## src/rtl/params_pkg.sv

```systemverilog
// rtl/params_pkg.sv - RV32I decode types, opcodes and control bundle for decode_stage
package params_pkg;

  localparam logic [6:0] OPCODE_LOAD     = 7'b0000011;
  localparam logic [6:0] OPCODE_MISC_MEM = 7'b0001111;
  localparam logic [6:0] OPCODE_OP_IMM   = 7'b0010011;
  localparam logic [6:0] OPCODE_AUIPC    = 7'b0010111;
  localparam logic [6:0] OPCODE_STORE    = 7'b0100011;
  localparam logic [6:0] OPCODE_OP       = 7'b0110011;
  localparam logic [6:0] OPCODE_LUI      = 7'b0110111;
  localparam logic [6:0] OPCODE_BRANCH   = 7'b1100011;
  localparam logic [6:0] OPCODE_JALR     = 7'b1100111;
  localparam logic [6:0] OPCODE_JAL      = 7'b1101111;
  localparam logic [6:0] OPCODE_SYSTEM   = 7'b1110011;

  localparam logic [11:0] FUNCT12_ECALL  = 12'h000;
  localparam logic [11:0] FUNCT12_EBREAK = 12'h001;
  localparam logic [11:0] FUNCT12_MRET   = 12'h302;
  localparam logic [11:0] FUNCT12_WFI    = 12'h105;

  typedef enum logic [3:0] {
    MEM_NONE, MEM_LB, MEM_LH, MEM_LW, MEM_LBU, MEM_LHU, MEM_SB, MEM_SH, MEM_SW
  } mem_op_t;

  typedef enum logic [3:0] {
    CF_NONE, CF_BEQ, CF_BNE, CF_BLT, CF_BGE, CF_BLTU, CF_BGEU, CF_JAL, CF_JALR
  } cf_op_t;

  typedef enum logic [2:0] {CSR_NONE, CSR_WRITE, CSR_SET, CSR_CLEAR, CSR_READ} csr_op_t;

  // M-extension members stay contiguous in funct3 order (MUL + funct3).
  typedef enum logic [4:0] {
    ALU_ADD, ALU_SUB, ALU_SLL, ALU_SLT, ALU_SLTU, ALU_XOR, ALU_SRL, ALU_SRA, ALU_OR, ALU_AND,
    ALU_MUL, ALU_MULH, ALU_MULHSU, ALU_MULHU, ALU_DIV, ALU_DIVU, ALU_REM, ALU_REMU
  } alu_control_t;

  typedef enum logic [1:0] {ALU_A_RS1, ALU_A_PC, ALU_A_ZERO} alu_a_sel_t;
  typedef enum logic [1:0] {ALU_B_RS2, ALU_B_IMM, ALU_B_FOUR} alu_b_sel_t;
  typedef enum logic {PC_ALU_PC, PC_ALU_RS1} pc_alu_sel_t;
  typedef enum logic {CSR_MASK_RS1, CSR_MASK_ZIMM} csr_bitmask_sel_t;

  typedef enum logic {ST_RUN, ST_HOLD} stage_state_t;

  typedef struct packed {
    logic             rd_valid;
    logic             rs1_valid;
    logic             rs2_valid;
    mem_op_t          mem_op;
    cf_op_t           cf_op;
    csr_op_t          csr_op;
    alu_control_t     alu_control;
    alu_a_sel_t       alu_a_sel;
    alu_b_sel_t       alu_b_sel;
    pc_alu_sel_t      pc_alu_sel;
    csr_bitmask_sel_t csr_bitmask_sel;
    logic             is_mret;
    logic             is_wfi;
    logic             is_fence;
    logic             illegal;
    logic             ecall_m;
    logic             breakpoint;
  } decoded_ctrl_t;

  function automatic alu_control_t alu_from_funct3(input logic [2:0] f3, input logic alt);
    case (f3)
      3'b000:  return alt ? ALU_SUB : ALU_ADD;
      3'b001:  return ALU_SLL;
      3'b010:  return ALU_SLT;
      3'b011:  return ALU_SLTU;
      3'b100:  return ALU_XOR;
      3'b101:  return alt ? ALU_SRA : ALU_SRL;
      3'b110:  return ALU_OR;
      default: return ALU_AND;
    endcase
  endfunction

endpackage

```

## src/rtl/decode_queue.sv

```systemverilog
// rtl/decode_queue.sv - DEPTH-entry circular buffer with push/pop/flush and occupancy count
module decode_queue #(
  parameter int DEPTH = 2,
  parameter int W     = 8
) (
  input  logic                   clk_i,
  input  logic                   rst_ni,
  input  logic                   flush_i,
  input  logic                   push_i,
  input  logic                   pop_i,
  input  logic [W-1:0]           data_i,
  output logic [W-1:0]           data_o,
  output logic [$clog2(DEPTH):0] count_o
);
  localparam int PW = $clog2(DEPTH);

  if ((DEPTH < 2) || ((DEPTH & (DEPTH - 1)) != 0)) begin : g_depth_check
    $error("decode_queue: DEPTH must be a power of two >= 2");
  end

  logic [W-1:0]  r_mem [DEPTH];
  logic [PW-1:0] r_wr_ptr;
  logic [PW-1:0] r_rd_ptr;
  logic [PW:0]   r_count;

  // Power-of-two DEPTH lets the pointers wrap by plain overflow.
  always_ff @(posedge clk_i or negedge rst_ni) begin
    if (!rst_ni) begin
      r_wr_ptr <= '0;
      r_rd_ptr <= '0;
      r_count  <= '0;
      for (int i = 0; i < DEPTH; i++) r_mem[i] <= '0;
    end else if (flush_i) begin
      r_wr_ptr <= '0;
      r_rd_ptr <= '0;
      r_count  <= '0;
    end else begin
      if (push_i) begin
        r_mem[r_wr_ptr] <= data_i;
        r_wr_ptr        <= r_wr_ptr + PW'(1);
      end
      if (pop_i) r_rd_ptr <= r_rd_ptr + PW'(1);
      case ({push_i, pop_i})
        2'b10:   r_count <= r_count + (PW+1)'(1);
        2'b01:   r_count <= r_count - (PW+1)'(1);
        default: r_count <= r_count;
      endcase
    end
  end

  assign data_o  = r_mem[r_rd_ptr];
  assign count_o = r_count;

endmodule

```

## src/rtl/decode_stage.sv

```systemverilog
// rtl/decode_stage.sv - registered RV32I decode stage with trap-hold FSM
// Optional M-extension decode enabled by defining DECODE_M_EXT_EN.
module decode_stage
  import params_pkg::*;
#(
  parameter int XLEN  = 32,
  parameter int DEPTH = 2
) (
  input  logic                   clk_i,
  input  logic                   rst_ni,
  input  logic                   flush_i,
  input  logic                   in_valid_i,
  output logic                   in_ready_o,
  input  logic [31:0]            in_instr_i,
  input  logic [XLEN-1:0]        in_pc_i,
  output logic                   out_valid_o,
  input  logic                   out_ready_i,
  output logic [XLEN-1:0]        out_pc_o,
  output logic [XLEN-1:0]        out_imm_o,
  output logic [4:0]             out_rs1_addr_o,
  output logic [4:0]             out_rs2_addr_o,
  output logic [4:0]             out_rd_addr_o,
  output decoded_ctrl_t          out_ctrl_o,
  output logic [$clog2(DEPTH):0] count_o
);
  localparam int CW = $clog2(DEPTH) + 1;
  localparam int W  = 2 * XLEN + 15 + $bits(decoded_ctrl_t);

  if (XLEN != 32) begin : g_xlen_check
    $error("decode_stage: XLEN must be 32");
  end

  logic [6:0]      w_opcode;
  logic [2:0]      w_f3;
  logic [6:0]      w_f7;
  logic [4:0]      w_rs1, w_rs2, w_rd;
  logic [XLEN-1:0] w_imm_i, w_imm_s, w_imm_b, w_imm_u, w_imm_j, w_imm_sh, w_imm_z;
  logic [XLEN-1:0] w_imm;
  decoded_ctrl_t   w_ctrl;
  logic            w_illegal;
  logic            w_hold_trig;
  logic            w_push, w_pop;
  logic [CW-1:0]   w_count;
  logic [W-1:0]    w_head;
  stage_state_t    r_state, w_state_nxt;

  assign w_opcode = in_instr_i[6:0];
  assign w_f3     = in_instr_i[14:12];
  assign w_f7     = in_instr_i[31:25];
  assign w_rs1    = in_instr_i[19:15];
  assign w_rs2    = in_instr_i[24:20];
  assign w_rd     = in_instr_i[11:7];

  assign w_imm_i  = {{20{in_instr_i[31]}}, in_instr_i[31:20]};
  assign w_imm_s  = {{20{in_instr_i[31]}}, in_instr_i[31:25], in_instr_i[11:7]};
  assign w_imm_b  = {{19{in_instr_i[31]}}, in_instr_i[31], in_instr_i[7], in_instr_i[30:25],
                     in_instr_i[11:8], 1'b0};
  assign w_imm_u  = {in_instr_i[31:12], 12'b0};
  assign w_imm_j  = {{11{in_instr_i[31]}}, in_instr_i[31], in_instr_i[19:12], in_instr_i[20],
                     in_instr_i[30:21], 1'b0};
  assign w_imm_sh = {27'b0, in_instr_i[24:20]};
  assign w_imm_z  = {27'b0, in_instr_i[19:15]};

  always_comb begin
    w_ctrl    = '0;
    w_imm     = '0;
    w_illegal = 1'b0;
    case (w_opcode)
      OPCODE_LOAD: begin
        w_ctrl.rd_valid  = 1'b1;
        w_ctrl.rs1_valid = 1'b1;
        w_ctrl.alu_b_sel = ALU_B_IMM;
        w_imm            = w_imm_i;
        case (w_f3)
          3'b000:  w_ctrl.mem_op = MEM_LB;
          3'b001:  w_ctrl.mem_op = MEM_LH;
          3'b010:  w_ctrl.mem_op = MEM_LW;
          3'b100:  w_ctrl.mem_op = MEM_LBU;
          3'b101:  w_ctrl.mem_op = MEM_LHU;
          default: w_illegal = 1'b1;
        endcase
      end
      OPCODE_STORE: begin
        w_ctrl.rs1_valid = 1'b1;
        w_ctrl.rs2_valid = 1'b1;
        w_ctrl.alu_b_sel = ALU_B_IMM;
        w_imm            = w_imm_s;
        case (w_f3)
          3'b000:  w_ctrl.mem_op = MEM_SB;
          3'b001:  w_ctrl.mem_op = MEM_SH;
          3'b010:  w_ctrl.mem_op = MEM_SW;
          default: w_illegal = 1'b1;
        endcase
      end
      OPCODE_BRANCH: begin
        w_ctrl.rs1_valid   = 1'b1;
        w_ctrl.rs2_valid   = 1'b1;
        w_ctrl.alu_control = ALU_SUB;
        w_imm              = w_imm_b;
        case (w_f3)
          3'b000:  w_ctrl.cf_op = CF_BEQ;
          3'b001:  w_ctrl.cf_op = CF_BNE;
          3'b100:  w_ctrl.cf_op = CF_BLT;
          3'b101:  w_ctrl.cf_op = CF_BGE;
          3'b110:  w_ctrl.cf_op = CF_BLTU;
          3'b111:  w_ctrl.cf_op = CF_BGEU;
          default: w_illegal = 1'b1;
        endcase
      end
      OPCODE_JAL, OPCODE_JALR: begin
        w_ctrl.rd_valid   = 1'b1;
        w_ctrl.alu_a_sel  = ALU_A_PC;
        w_ctrl.alu_b_sel  = ALU_B_FOUR;
        w_ctrl.cf_op      = w_opcode[3] ? CF_JAL : CF_JALR;
        w_ctrl.rs1_valid  = ~w_opcode[3];
        w_ctrl.pc_alu_sel = w_opcode[3] ? PC_ALU_PC : PC_ALU_RS1;
        w_imm             = w_opcode[3] ? w_imm_j : w_imm_i;
        if (!w_opcode[3] && w_f3 != 3'b000) w_illegal = 1'b1;
      end
      OPCODE_LUI, OPCODE_AUIPC: begin
        w_ctrl.rd_valid  = 1'b1;
        w_ctrl.alu_a_sel = w_opcode[5] ? ALU_A_ZERO : ALU_A_PC;
        w_ctrl.alu_b_sel = ALU_B_IMM;
        w_imm            = w_imm_u;
      end
      OPCODE_OP_IMM: begin
        w_ctrl.rd_valid    = 1'b1;
        w_ctrl.rs1_valid   = 1'b1;
        w_ctrl.alu_b_sel   = ALU_B_IMM;
        w_ctrl.alu_control = alu_from_funct3(w_f3, (w_f3 == 3'b101) && w_f7[5]);
        w_imm              = (w_f3[1:0] == 2'b01) ? w_imm_sh : w_imm_i;
        if (((w_f3 == 3'b001) && (w_f7 != 7'b0)) ||
            ((w_f3 == 3'b101) && ((w_f7 & 7'b1011111) != 7'b0))) w_illegal = 1'b1;
      end
      OPCODE_OP: begin
        w_ctrl.rd_valid  = 1'b1;
        w_ctrl.rs1_valid = 1'b1;
        w_ctrl.rs2_valid = 1'b1;
        if (w_f7 == 7'b0)
          w_ctrl.alu_control = alu_from_funct3(w_f3, 1'b0);
        else if ((w_f7 == 7'b0100000) && ((w_f3 == 3'b000) || (w_f3 == 3'b101)))
          w_ctrl.alu_control = alu_from_funct3(w_f3, 1'b1);
`ifdef DECODE_M_EXT_EN
        else if (w_f7 == 7'b0000001)
          w_ctrl.alu_control = alu_control_t'(5'(ALU_MUL) + 5'(w_f3));
`endif
        else
          w_illegal = 1'b1;
      end
      OPCODE_MISC_MEM: begin
        w_ctrl.is_fence = 1'b1;
        if (w_f3[2:1] != 2'b00) w_illegal = 1'b1;
      end
      OPCODE_SYSTEM: begin
        if (w_f3 == 3'b000) begin
          if ((w_rs1 != 5'd0) || (w_rd != 5'd0)) w_illegal = 1'b1;
          else begin
            case (in_instr_i[31:20])
              FUNCT12_ECALL:  w_ctrl.ecall_m    = 1'b1;
              FUNCT12_EBREAK: w_ctrl.breakpoint = 1'b1;
              FUNCT12_MRET:   w_ctrl.is_mret    = 1'b1;
              FUNCT12_WFI:    w_ctrl.is_wfi     = 1'b1;
              default:        w_illegal         = 1'b1;
            endcase
          end
        end else if (w_f3 == 3'b100) begin
          w_illegal = 1'b1;
        end else begin
          // Set/clear with a zero source never modifies the CSR, so it is a pure read.
          w_ctrl.rd_valid        = 1'b1;
          w_ctrl.rs1_valid       = ~w_f3[2];
          w_ctrl.csr_bitmask_sel = w_f3[2] ? CSR_MASK_ZIMM : CSR_MASK_RS1;
          w_imm                  = w_f3[2] ? w_imm_z : w_imm_i;
          case (w_f3[1:0])
            2'b10:   w_ctrl.csr_op = (w_rs1 == 5'd0) ? CSR_READ : CSR_SET;
            2'b11:   w_ctrl.csr_op = (w_rs1 == 5'd0) ? CSR_READ : CSR_CLEAR;
            default: w_ctrl.csr_op = CSR_WRITE;
          endcase
        end
      end
      default: w_illegal = 1'b1;
    endcase
    if (in_instr_i[1:0] != 2'b11) w_illegal = 1'b1;
    if (w_illegal) begin
      w_ctrl         = '0;
      w_ctrl.illegal = 1'b1;
    end
  end

  assign w_hold_trig = w_ctrl.illegal | w_ctrl.ecall_m | w_ctrl.breakpoint |
                       w_ctrl.is_mret | w_ctrl.is_wfi;

  always_ff @(posedge clk_i or negedge rst_ni) begin
    if (!rst_ni) r_state <= ST_RUN;
    else         r_state <= w_state_nxt;
  end

  always_comb begin
    w_state_nxt = r_state;
    in_ready_o  = 1'b0;
    case (r_state)
      ST_RUN: begin
        in_ready_o = (w_count < CW'(DEPTH)) & ~flush_i;
        if (in_valid_i & in_ready_o & w_hold_trig) w_state_nxt = ST_HOLD;
      end
      ST_HOLD: if (flush_i) w_state_nxt = ST_RUN;
      default: w_state_nxt = ST_RUN;
    endcase
  end

  assign w_push      = in_valid_i & in_ready_o;
  assign out_valid_o = (w_count != '0);
  assign w_pop       = out_valid_o & out_ready_i;
  assign count_o     = w_count;

  decode_queue #(.DEPTH(DEPTH), .W(W)) u_queue (
    .clk_i   (clk_i),
    .rst_ni  (rst_ni),
    .flush_i (flush_i),
    .push_i  (w_push),
    .pop_i   (w_pop),
    .data_i  ({in_pc_i, w_imm, w_rs1, w_rs2, w_rd, w_ctrl}),
    .data_o  (w_head),
    .count_o (w_count)
  );

  assign {out_pc_o, out_imm_o, out_rs1_addr_o, out_rs2_addr_o, out_rd_addr_o, out_ctrl_o} = w_head;

endmodule

```

## config.mk

```make
export PLATFORM = sky130hd
export DESIGN_NAME = decode_stage
export DESIGN_NICKNAME = d
export VERILOG_FILES = /design/src/rtl/params_pkg.sv /design/src/rtl/decode_queue.sv /design/src/rtl/decode_stage.sv
export SDC_FILE = /design/constraint.sdc
export NUM_CORES = 1
export LEC_CHECK = 0
export BUFFER_PORTS_ARGS = -buffer_cell sky130_fd_sc_hd__buf_4
export CORE_ASPECT_RATIO = 0.9
export CORE_MARGIN = 4
export CORE_UTILIZATION = 55
export DETAILED_ROUTE_END_ITERATION = 7
export PLACE_DENSITY_LB_ADDON = 0.08
export SETUP_SLACK_MARGIN = 0.15
export SYNTH_ARGS = -nofsm -noshare
export SYNTH_HDL_FRONTEND = slang
export SYNTH_HIERARCHICAL = 1
export SYNTH_SLANG_ARGS = --single-unit
```

## constraint.sdc

```tcl
create_clock -name clk_i -period 2.4 [get_ports clk_i]
set_input_delay 0.12 -clock clk_i [delete_from_list [all_inputs] [get_ports clk_i]]
set_output_delay 0.12 -clock clk_i [all_outputs]
set_load 0.1 [all_outputs]
```

# After elaboration in Yosys (flattened, before gate mapping)
# Cells that the tools add are included.
word_totals:
  regBits: 225
  out_inout_bits: 114
  inputBits: 69
classes:
  order_cmp: 4
  muxes: 81
  addsub: 4
  eq_ne: 28
  n_bitwise: 15
  reduce_logical: 35
ops:
  columns: ["cell", "count"]
  rows:
  - ["$mux 110", 4]
  - ["$pmux 32 s7", 1]
  - ["$bwmux 220", 1]
  - ["$mux 32", 4]
  - ["$demux 110 s1", 1]
  - ["$pmux 4 s7", 3]
  - ["$mux 1", 33]
  - ["$mux 31", 1]
  - ["$eq 7x6->1 const B", 4]
  - ["$eq 7x7->1 const B", 4]
  - ["$mux 20", 1]
  - ["$mux 2", 9]
  - ["$mux 3", 6]
  - ["$pmux 3 s6", 1]
  - ["$pmux 4 s2", 2]
  - ["$pmux 3 s5", 1]
  - ["$pmux 5 s3", 1]
  - ["$reduce_or 5->1", 3]
  - ["$eq 7x5->1 const B", 2]
  - ["$reduce_bool 7->1", 2]
  - ["$eq 12x1->1 const B", 1]
  - ["$eq 12x10->1 const B", 1]
  - ["$eq 12x9->1 const B", 1]
  - ["$eq 3x3->1 const B", 4]
  - ["41 further kinds", 76]

# Logic depth before layout (Yosys ltp)
# Gate-level depths: netlist of run 1.
logic_depth:
  depth_word: 15
  depth_mapped: 10
  ltp_nobuf: 7

# Hierarchy
# The synthesis of run 1 kept the hierarchy.
by_module_without_submodules:
  columns: ["mod", "instances", "area_per_inst_um2", "cells_per_inst"]
  rows:
  - ["decode_queue", 1, 10213.5, 604]
  - ["decode_stage", 1, 1377.6, 215]

# Worst setup path after synthesis of run 1
# No wires, ideal clock.
synth_timing:
  path_type: "reg2reg"
  start: "register u_queue.r_count[1], in the netlist u_queue/count_o[1]"
  end: "register u_queue/r_mem[110] (netlist bit)"
  path_stages_with_launch: 7
  setup_time_ns: 0.125
  arrival_ns: 4.362
  synth_period_minus_slack_ns: 4.487
  setup_slack_ns: -2.087
  cell_sequence: "dfrtp_1 > nor3_1 > and2_1 > nor3b_4 > buf_12 > buf_12 > mux2_4"
synth_via:
  elab_chain_cells: 5
synth_rtl:
  columns: ["item", "line_no", "rtl"]
  rows:
  - ["from (decl)", "decode_queue.sv:24", "logic [PW:0] r_count;"]
  - ["from (signal assigned)", "decode_queue.sv:44", "2'b10: r_count <= r_count + (PW+1)'(1);"]
  - ["from (signal assigned)", "decode_queue.sv:45", "2'b01: r_count <= r_count - (PW+1)'(1);"]
  - ["from (signal assigned)", "decode_queue.sv:46", "default: r_count <= r_count;"]
  - ["$lt 2x2->1", "decode_stage.sv:203", "in_ready_o = (w_count < CW'(DEPTH)) & ~flush_i;"]
  - ["$and 1x1->1", "decode_stage.sv:203", null]
  - ["$mux 1", "decode_stage.sv:201", "case (r_state)"]
  - ["via in_ready_o", "decode_stage.sv:13", "output logic in_ready_o,"]
  - ["$and 1x1->1", "decode_stage.sv:211", "assign w_push = in_valid_i & in_ready_o;"]
  - ["via w_push", "decode_stage.sv:42", "logic w_push, w_pop;"]
  - ["$reduce_and 2->1 (no source line)", null, null]
  - ["to (signal, indexed assignment)", "decode_queue.sv:39", "r_mem[r_wr_ptr] <= data_i;"]
  - ["to (decl)", "decode_queue.sv:21", "logic [W-1:0] r_mem [DEPTH];"]
# The timed path passes the listed nets, and every way through them passes these cells.
# A chain may end at the register's enable or synchronous reset.

==> impl_metrics.yaml, run 1 <==
timing:
  slew_violations: 0
  timing.setup.tns_ns: 0
  fmax_mhz: 454
  worstMarginPinSlew_ns: 0.628
  fin_crit_ns: 2.20
  post-route-period-util: 0.917
  slew_headroom: 0.570
  fin_skew_ns: 0.00705
  layout_setup_ws_ns: 0.198
  rsz0062_at_grt: "no"
  setup_viol: 0
  timing.hold.ws_ns: 0.0283
  hold_violations: 0
setup_path:
  critical_path_class: "reg -> out"
  start_kind: "register"
  required_ns: 2.28
  crit_arrival_ns: 2.08
  cp_max_fo: 33
  end_kind: "output pin"
detailed_routing:
  detail_route.vias_per_cell: 5.54
  first_pass_iters: 5
  via_count: 7554
  wirelength_um: 27800
  ant_nets: 0
  dr.first_iter.drc_count: 447
  drc: 0
  wl_per_cell_um: 20.4
clock_network:
  insertion_delay_ns: 0.52
  cts_root_buf: "clkbuf_16"
  cts_buffers: 24
  clkSinkCount: 225
  clk_path_buf_depth: 3
  htree_levels: 1
  cts.reportedPaths.clkPinSlew_ns: 0.06
  cts_tree: "done"
synth:
  synth_top_flop_cell: "dfrtp_1"
  syn_inst: 819
  ys.warnings.count: 6
  netlist-cell-type-count: 66
  synth-edff-count: 0
  netlist_area_um2: 11600
  async_flop_share: 1.00
  synth-seq-cells: 225
  yosysSeqAreaShare: 0.486
  postSynthAreaPerCell_um2: 14.2
floorplan:
  die_area_um2: 23500
  core.rowCount: 50
  io_pins: 183
  initial_core_util: 0.558
  fp.dieH_um: 146
  die_w_um: 161
  core_area_um2: 20800
pwr:
  finalPower_mw: 18.2
  irDropWorstVdd_v: 0.00125
  leakage_nw: 7.26
  p_per_area_nw_per_um2: 1240
place:
  place.gp.congestion: 0.891
  dp_cells: 1264
  portBuffers: 182
  dp_slack_ns: 0.0782
  dpl_cell_area_um2: 13200
  dp_hpwl_um: 18100
global_routing:
  grt.total_usage: 0.234
  gr-usage-met3: 0.0456
  gr-usage-met1: 0.333
  use_met2: 0.381
  gr-total-overflow: 0
  top_usage_layer: "met2"
  grt_pass1_wl_um: 45000
  grt_antenna_before_repair: 0
  grt_pass1_vias: 8030
  grt_max_degree: 59
final_layout:
  final_cell_mix: "230 x mux2_2, 222 x dfrtp_1, 200 x buf_4"
  drive_gt1_frac: 0.567
  fin_cells: 1364
  syn_to_final_growth_pct: 27.0
  post-route-util: 0.709
  n_antenna_cell: 0
  fin_area_um2: 14700
  final_common_cell: "mux2_2"
  finalNetCount: 1129
run_status:
  outcome: "finished, final reports clean"
worst_hold_path:
  hp-class: "in -> reg"
flow_run:
  max_cap_violations: 0
[Yosys cell counts, types with 2 or more instances]
cell type / count / area share
a21boi_0: 2 / 0.0013
a21o_1: 20 / 0.013
a21oi_1: 10 / 0.0043
a22oi_1: 6 / 0.0039
and2_1: 3 / 0.0016
and3_1: 5 / 0.0027
and3b_1: 2 / 0.0015
and4b_1: 2 / 0.0017
buf_12: 11 / 0.019
buf_2: 18 / 0.0078
buf_4: 2 / 0.0013
buf_6: 11 / 0.011
clkbuf_1: 9 / 0.0029
dfrtp_1: 225 / 0.49
inv_1: 7 / 0.0023
mux2_2: 230 / 0.22
mux2_4: 100 / 0.13
nand2_1: 14 / 0.0045
nand2b_1: 6 / 0.0032
nand3_1: 5 / 0.0022
nand3b_1: 2 / 0.0013
nand4_1: 2 / 0.0011
nor2_1: 35 / 0.011
nor2b_1: 7 / 0.0038
nor3_1: 10 / 0.0043
nor3_2: 5 / 0.0043
nor3b_1: 4 / 0.0026
nor4_1: 2 / 0.0011
o21ai_0: 13 / 0.0056
o21ai_1: 2 / 0.00086
o21ai_2: 2 / 0.0015
o21bai_1: 2 / 0.0013
o32a_1: 3 / 0.0026
or2_2: 2 / 0.0011
or4_1: 2 / 0.0013
or4_4: 2 / 0.0019
xnor2_1: 6 / 0.0045
xor2_1: 2 / 0.0015
[power by group]
group	internal (mW)	total [mW]	switching (mW)
Clock	2.68	4.19	1.51
Sequential	4.68	5.21	0.525
Combinational	2.68	8.83	6.15
[critical path, cell delays in order, from the launching register on]
cell     delay [ns]
dfrtp_4        0.64
buf_12         0.27
mux2_2         0.39
buf_4          0.24
[sequential cells by signal (all words and copies together), names as in the netlist]
name,cells
u_queue/r_mem,220
u_queue/r_wr_ptr,1
u_queue/r_rd_ptr,1
u_queue/count_o,2
r_state,1
[final cells by class]
class / instances / area (µm²)
well taps: 286 / 358
fillers: 1520 / 6050
multi-input cells: 535 / 5480
clock inverters: 7 / 163
repair buffers: 267 / 2300
inverters: 7 / 26.3
clock buffers: 37 / 751
flip-flops and latches: 225 / 5640
[cells by family after synthesis]
logic type      synth area share
mux                        0.353
flops                      0.486
simple gates              0.0627
compound gates            0.0466
buf+inv                   0.0456
xor+xnor                 0.00605
other cells             0.000324
[worst paths after layout]
kind	from	to	slack (ns)	depth (start not counted)
worst max-delay path	u_queue/r_rd_ptr	out_ctrl_o[13]	0.20	3
worst min-delay path	in_instr_i[15]	u_queue/r_mem[171]	0.03	3
worst max register to register	u_queue/count_o[1]	u_queue/r_mem[184]	0.25	5
worst min register to register	u_queue/r_mem[102]	u_queue/r_mem[102]	0.50	1
max in group asynchronous	rst_ni	u_queue/r_rd_ptr	1.57	3
min in group asynchronous	rst_ni	u_queue/r_mem[16]	0.14	2
[repair_timing]
item / in CTS / in global routing
resized for setup: 0 / 4
hold buffers: 52 / 0
setup buffers: 1 / 3
setup endpoints to repair: 65 / 10
endpoints found under the hold margin: 309 / 0
[layer usage]
layer	part of all wire	up-vias
li1	-	3452
met1	0.45	3841
met2	0.48	212
met3	0.055	49
met4	0.020	0
met5	0	-
(Power assumes the default switching activity.)
==> run 2: changes to the inputs <==
ABC_AREA = 1   (was unset)
SETUP_SLACK_MARGIN = unset   (was 0.15)
==> run 2 against run 1 <==
  * Die area fell by 3.8%
  * Fmax fell by 1.4%
  * Largest power group unchanged
  * Clock-buffer cell count fell by 3
  * Critical path type unchanged
  * Critical path depth did not move
  * Register-to-register slack better by 0.19 ns
  * First-iteration DRC count up 62%
  * Combinational power decreased by 29%
  * Hold slack hardly changed
  * Power fell by 19%
==> impl_metrics.yaml, run 2 <==
pwr:
  seqPwrFrac: 0.337
  irDropWorstVdd_v: 0.000710
  p_sw_mw: 6.57
  clockPowerShare: 0.241
  p_comb_frac: 0.422
  sw_frac_of_total: 0.445
  intPower_mw: 8.20
  leakage_nw: 6.81
  p_per_area_nw_per_um2: 1050
setup_path:
  end_kind: "output pin"
  slowest_delay_ns: 0.69
  critPathSlowestCell: "dfrtp_4"
  crit_buf_inv: 2
  path_cells: "buf_12 -> mux2_2 -> buf_4"
  required_ns: 2.28
  crit_arrival_ns: 2.11
  cp_max_fo: 30
  start_kind: "register"
  cp_top_family: "flip-flops"
  critical_path_class: "reg -> out"
final_layout:
  final_common_cell: "nand2_1"
  n_antenna_cell: 0
  multi_input_comb_area_um2: 4610
  largest_reg_flops: 220
  finalNetCount: 1553
  final_cell_mix: "297 x nand2_1, 240 x o21ai_0, 223 x dfrtp_1"
  fillers: 1607
  fin_area_um2: 14000
  syn_to_final_growth_pct: 26.2
  fin_cells: 1754
  drive_gt1_frac: 0.272
  largest-register: "u_queue/r_mem"
  seqCellArea_um2: 5640
synth:
  synth-seq-cells: 225
  postSynthAreaPerCell_um2: 8.76
  synth_common_cells: "297 x nand2_1, 240 x o21ai_0, 225 x dfrtp_1"
  netlist_area_um2: 11100
  ys.warnings.count: 6
  synth_largest_area_cell: "dfrtp_1"
  synth-edff-count: 0
  yosysSeqAreaShare: 0.506
  syn_nets: 1340
  synth_top_flop_cell: "dfrtp_1"
  synth_top_area_frac: 0.506
  netlist_top_cells_area: "dfrtp_1 51%, mux2_2 11%, o21ai_0 11%"
  netlist-cell-type-count: 39
  synth_most_common_cell: "nand2_1"
  async_flop_share: 1.00
  syn_inst: 1271
timing:
  fin_crit_ns: 2.23
  worstMarginPinSlew_ns: 0.878
  setup_viol: 0
  fin_skew_ns: 0.00938
  slew_violations: 0
  rsz0062_at_grt: "no"
  fmax_mhz: 448
  slew_headroom: 0.415
  layout_setup_ws_ns: 0.167
  post-route-period-util: 0.931
  hold_violations: 0
floorplan:
  fp.dieH_um: 143
  core_area_um2: 19900
  core.rowCount: 49
  io_pins: 183
  die_area_um2: 22600
  die_w_um: 158
  initial_core_util: 0.559
global_routing:
  grt_pass1_wl_um: 46700
  grt.total_usage: 0.255
  gr-total-overflow: 0
  grt_antenna_before_repair: 0
  grt_max_degree: 99
  grt_pass1_vias: 9154
clock_network:
  cts_tree: "done"
  clk_path_buf_depth: 3
  insertion_delay_ns: 0.51
  cts_buffers: 25
  cts.reportedPaths.clkPinSlew_ns: 0.06
  cts_root_buf: "clkbuf_16"
  htree_levels: 1
  clkSinkCount: 225
detailed_routing:
  first_pass_iters: 5
  drc: 0
  detail_route.vias_per_cell: 5.26
  dr.first_iter.drc_count: 726
  wirelength_um: 28800
  via_count: 9218
  ant_nets: 0
  wl_per_cell_um: 16.4
place:
  dpl_cell_area_um2: 12800
  dp_hpwl_um: 19800
  dp_cells: 1660
  place.gp.congestion: 1.00
  portBuffers: 182
  dp_slack_ns: 0.361
worst_hold_path:
  hp-class: "in -> reg"
flow_run:
  max_cap_violations: 0
run_status:
  outcome: "finished, final reports clean"
run 2: changes by cell type after synthesis, sizes merged, moves of 7 or more:
cell	delta
o21ai	+225
mux2	-220
a21o	-20
nor3	+7
nand3	+24
nor2b	-7
clkbuf	+12
inv	+148
nand2	+291
nor2	+32
run 2: per-layer routing:
layer | up-vias | global-route usage | wire, µm
li1 | 4541 | - | -
met1 | 4369 | 0.374 | 13200
met2 | 269 | 0.411 | 13500
met3 | 39 | 0.0358 | 1530
met4 | 0 | 0.0534 | 538
met5 | - | 0 | 0
run 2: power groups by stage:
stage / clock (mW) / sequential (mW) / combinational (mW)
global placement: 0 / 4.98 / 6.11
finish: 3.56 / 4.98 / 6.24
CTS: 3.65 / 4.97 / 6.25
detailed placement: 0 / 5.02 / 6.15
floorplan: 0 / 4.94 / 5.07
global route: 3.81 / 5.06 / 6.55
run 2: per-stage QoR:
stage,power (mW),hold WS (ns),setup TNS (ns),util
finish,14.8,0.0282,0,0.705
global route,15.4,0.0540,0,0.705
CTS,14.9,0.00535,0,0.704
detailed placement,11.2,0.0967,0,0.641
global placement,11.1,0.0974,0,0.641
floorplan,10.0,-0.176,-24.16,-
run 2: cells by family (layout without fill, tap and decap cells):
kind of cell | after synthesis | in the layout | share of synthesized area
buffers and inverters | 224 | 452 | 0.0827
AO/OA/AOI/OAI | 270 | 270 | 0.125
AND/OR/NAND/NOR | 441 | 441 | 0.174
other | 1 | 1 | 0.000337
multiplexers | 110 | 110 | 0.111
flip-flops | 225 | 225 | 0.506
run 2: layout make-up:
cell class,count,share of cell area
tap,255,0.0227
clock buffer,34,0.0484
sequential,225,0.401
multi-input combinational,822,0.328
timing repair buffer,253,0.152
clock inverter,8,0.00534
inverter,157,0.0421
run 2: worst reg2reg max path, stage by stage (launching register included):
cell      delay (ns)
dfrtp_4         0.46
nor3_4          0.06
and2_4          0.18
nand3b_1        0.15
buf_4           0.68
o21ai_0         0.27
run 2: timing repair:
item | in CTS | in global routing
hold endpoints to repair | 180 | 0
buffers inserted | 0 | 1
endpoints found under the setup margin | 0 | 1
resized for setup | 0 | 1
hold buffers | 51 | 0
run 2: worst paths after layout:
check                                   start  cells after the start            endpoint  slack, ns
setup / recovery             u_queue/r_rd_ptr                      3        out_pc_o[20]       0.17
hold / removal                 in_instr_i[27]                      5  u_queue/r_mem[163]       0.03
setup reg to reg           u_queue/count_o[1]                      5  u_queue/r_mem[167]       0.44
hold reg to reg             u_queue/r_mem[58]                      2   u_queue/r_mem[58]       0.48
max in group asynchronous              rst_ni                      3  u_queue/count_o[1]       1.45
min in group asynchronous              rst_ni                      2  u_queue/r_mem[155]       0.13
==> run 3: changes to the inputs <==
GPL_TIMING_DRIVEN = 0   (was unset)
==> run 3 against run 2 <==
  * Clock skew is 0.0059 ns higher
  * Critical path type unchanged
  * Highest routed layer unchanged
  * Clock power is essentially flat
  * Sequential power barely moved
==> impl_metrics.yaml, run 3 (synthesized netlist as in run 2, its figures left out) <==
floorplan:
  die_w_um: 158
  io_pins: 183
  fp.dieH_um: 143
  initial_core_util: 0.559
  die_area_um2: 22600
  core.rowCount: 49
  core_area_um2: 19900
clock_network:
  post_cts_buffers: 0
  insertion_delay_ns: 0.52
  cts_root_buf: "clkbuf_16"
  cts_buffers: 24
  cts.reportedPaths.clkPinSlew_ns: 0.06
  cts_tree: "done"
  htree_levels: 1
  clk_path_buf_depth: 3
  clkSinkCount: 225
timing:
  slew_violations: 0
  timing.setup.tns_ns: 0
  setup_viol: 0
  fin_skew_ns: 0.0153
  hold_violations: 0
  slew_headroom: 0.565
  rsz0062_at_grt: "no"
  fmax_mhz: 435
  fin_crit_ns: 2.30
  worstMarginPinSlew_ns: 0.650
  post-route-period-util: 0.958
setup_path:
  cp_max_fo: 10
  critical_path_class: "reg -> out"
  start_kind: "register"
  end_kind: "output pin"
  required_ns: 2.28
  crit_arrival_ns: 2.18
final_layout:
  largest_reg_flops: 220
  largest-register: "u_queue/r_mem"
  n_antenna_cell: 0
  post-route-util: 0.710
  final_cell_mix: "297 x nand2_1, 240 x o21ai_0, 224 x dfrtp_1"
  final_common_cell: "nand2_1"
  drive_gt1_frac: 0.280
  finalNetCount: 1598
  syn_to_final_growth_pct: 27.2
detailed_routing:
  first_pass_iters: 5
  via_count: 9792
  drc: 0
  wirelength_um: 33600
  wl_per_cell_um: 18.7
  dr.first_iter.drc_count: 763
  detail_route.vias_per_cell: 5.44
  ant_nets: 0
global_routing:
  grt_antenna_before_repair: 0
  grt_pass1_vias: 9783
  grt.total_usage: 0.293
  grt_pass1_wl_um: 52400
  grt_max_degree: 89
  gr-total-overflow: 0
pwr:
  p_per_area_nw_per_um2: 1050
  irDropWorstVdd_v: 0.000718
  leakage_nw: 6.89
place:
  place.gp.congestion: 0.960
  portBuffers: 179
  dp_hpwl_um: 23500
run_status:
  outcome: "finished, final reports clean"
worst_hold_path:
  hp-class: "in -> reg"
flow_run:
  max_cap_violations: 0
run 3: cell count changes in the layout (fill, tap and decap cells not counted), sizes merged:
cell    previous run  this run
buf              202       225
clkbuf            34        56
clkinv             6         9
inv              157       155
run 3: final cells by class:
type	count	area, µm²
fill	1577	5770
sequential	225	5630
multi-input combinational	822	4600
timing repair buffer	232	1920
clock buffer	33	664
inverter	157	592
buffer	67	340
tap	255	319
clock inverter	9	83.8
run 3: worst paths after layout:
kind | start | to | slack (ns) | cells past startpoint
worst max-delay path | u_queue/r_rd_ptr | out_imm_o[22] | 0.10 | 4
worst min-delay path | in_instr_i[6] | u_queue/r_mem[121] | 0.04 | 4
worst max register to register | u_queue/count_o[1] | u_queue/r_mem[110] | 0.32 | 6
worst min register to register | u_queue/r_mem[212] | u_queue/r_mem[212] | 0.48 | 2
max in group asynchronous | rst_ni | u_queue/count_o[1] | 1.03 | 4
min in group asynchronous | rst_ni | u_queue/r_mem[41] | 0.14 | 2
run 3: repair_timing:
action,in CTS,in global routing
hold buffers,51,0
hold endpoints to repair,166,0
endpoints found under the setup margin,0,11
gates resized for setup,0,4
run 3: power breakdown:
group,internal [mW],switching (mW)
clock network,2.04,1.49
logic,1.57,4.79
registers,4.54,0.406
run 3: critical path: stages, from the launching register on:
cell     delay [ns]
dfrtp_1        0.38
buf_2          0.24
buf_2          0.38
mux2_2         0.41
buf_4          0.24
run 3: per-stage QoR:
step	hold slack [ns]	cell area, µm²	std cells	setup slack (ns)	total power [mW]
final	0.0373	14200	1800	0.100	14.8
after floorplan	-0.176	11200	1271	-0.115	10.0
after global routing	0.0424	14200	1800	0.0218	15.4
after global placement	0.403	12800	1705	-0.883	11.1
after CTS	0.0193	14100	1800	0.0670	14.9
after detailed placement	0.0981	12900	1707	0.265	11.2
run 3: routing by layer:
| metal | track usage | vias to the layer above | part of all wire |
|---|---|---|---|
| li1 | - | 4632 | - |
| met1 | 0.415 | 4826 | 0.44 |
| met2 | 0.487 | 297 | 0.48 |
| met3 | 0.0412 | 37 | 0.054 |
| met4 | 0.0660 | 0 | 0.020 |
| met5 | 0 | - | 0 |
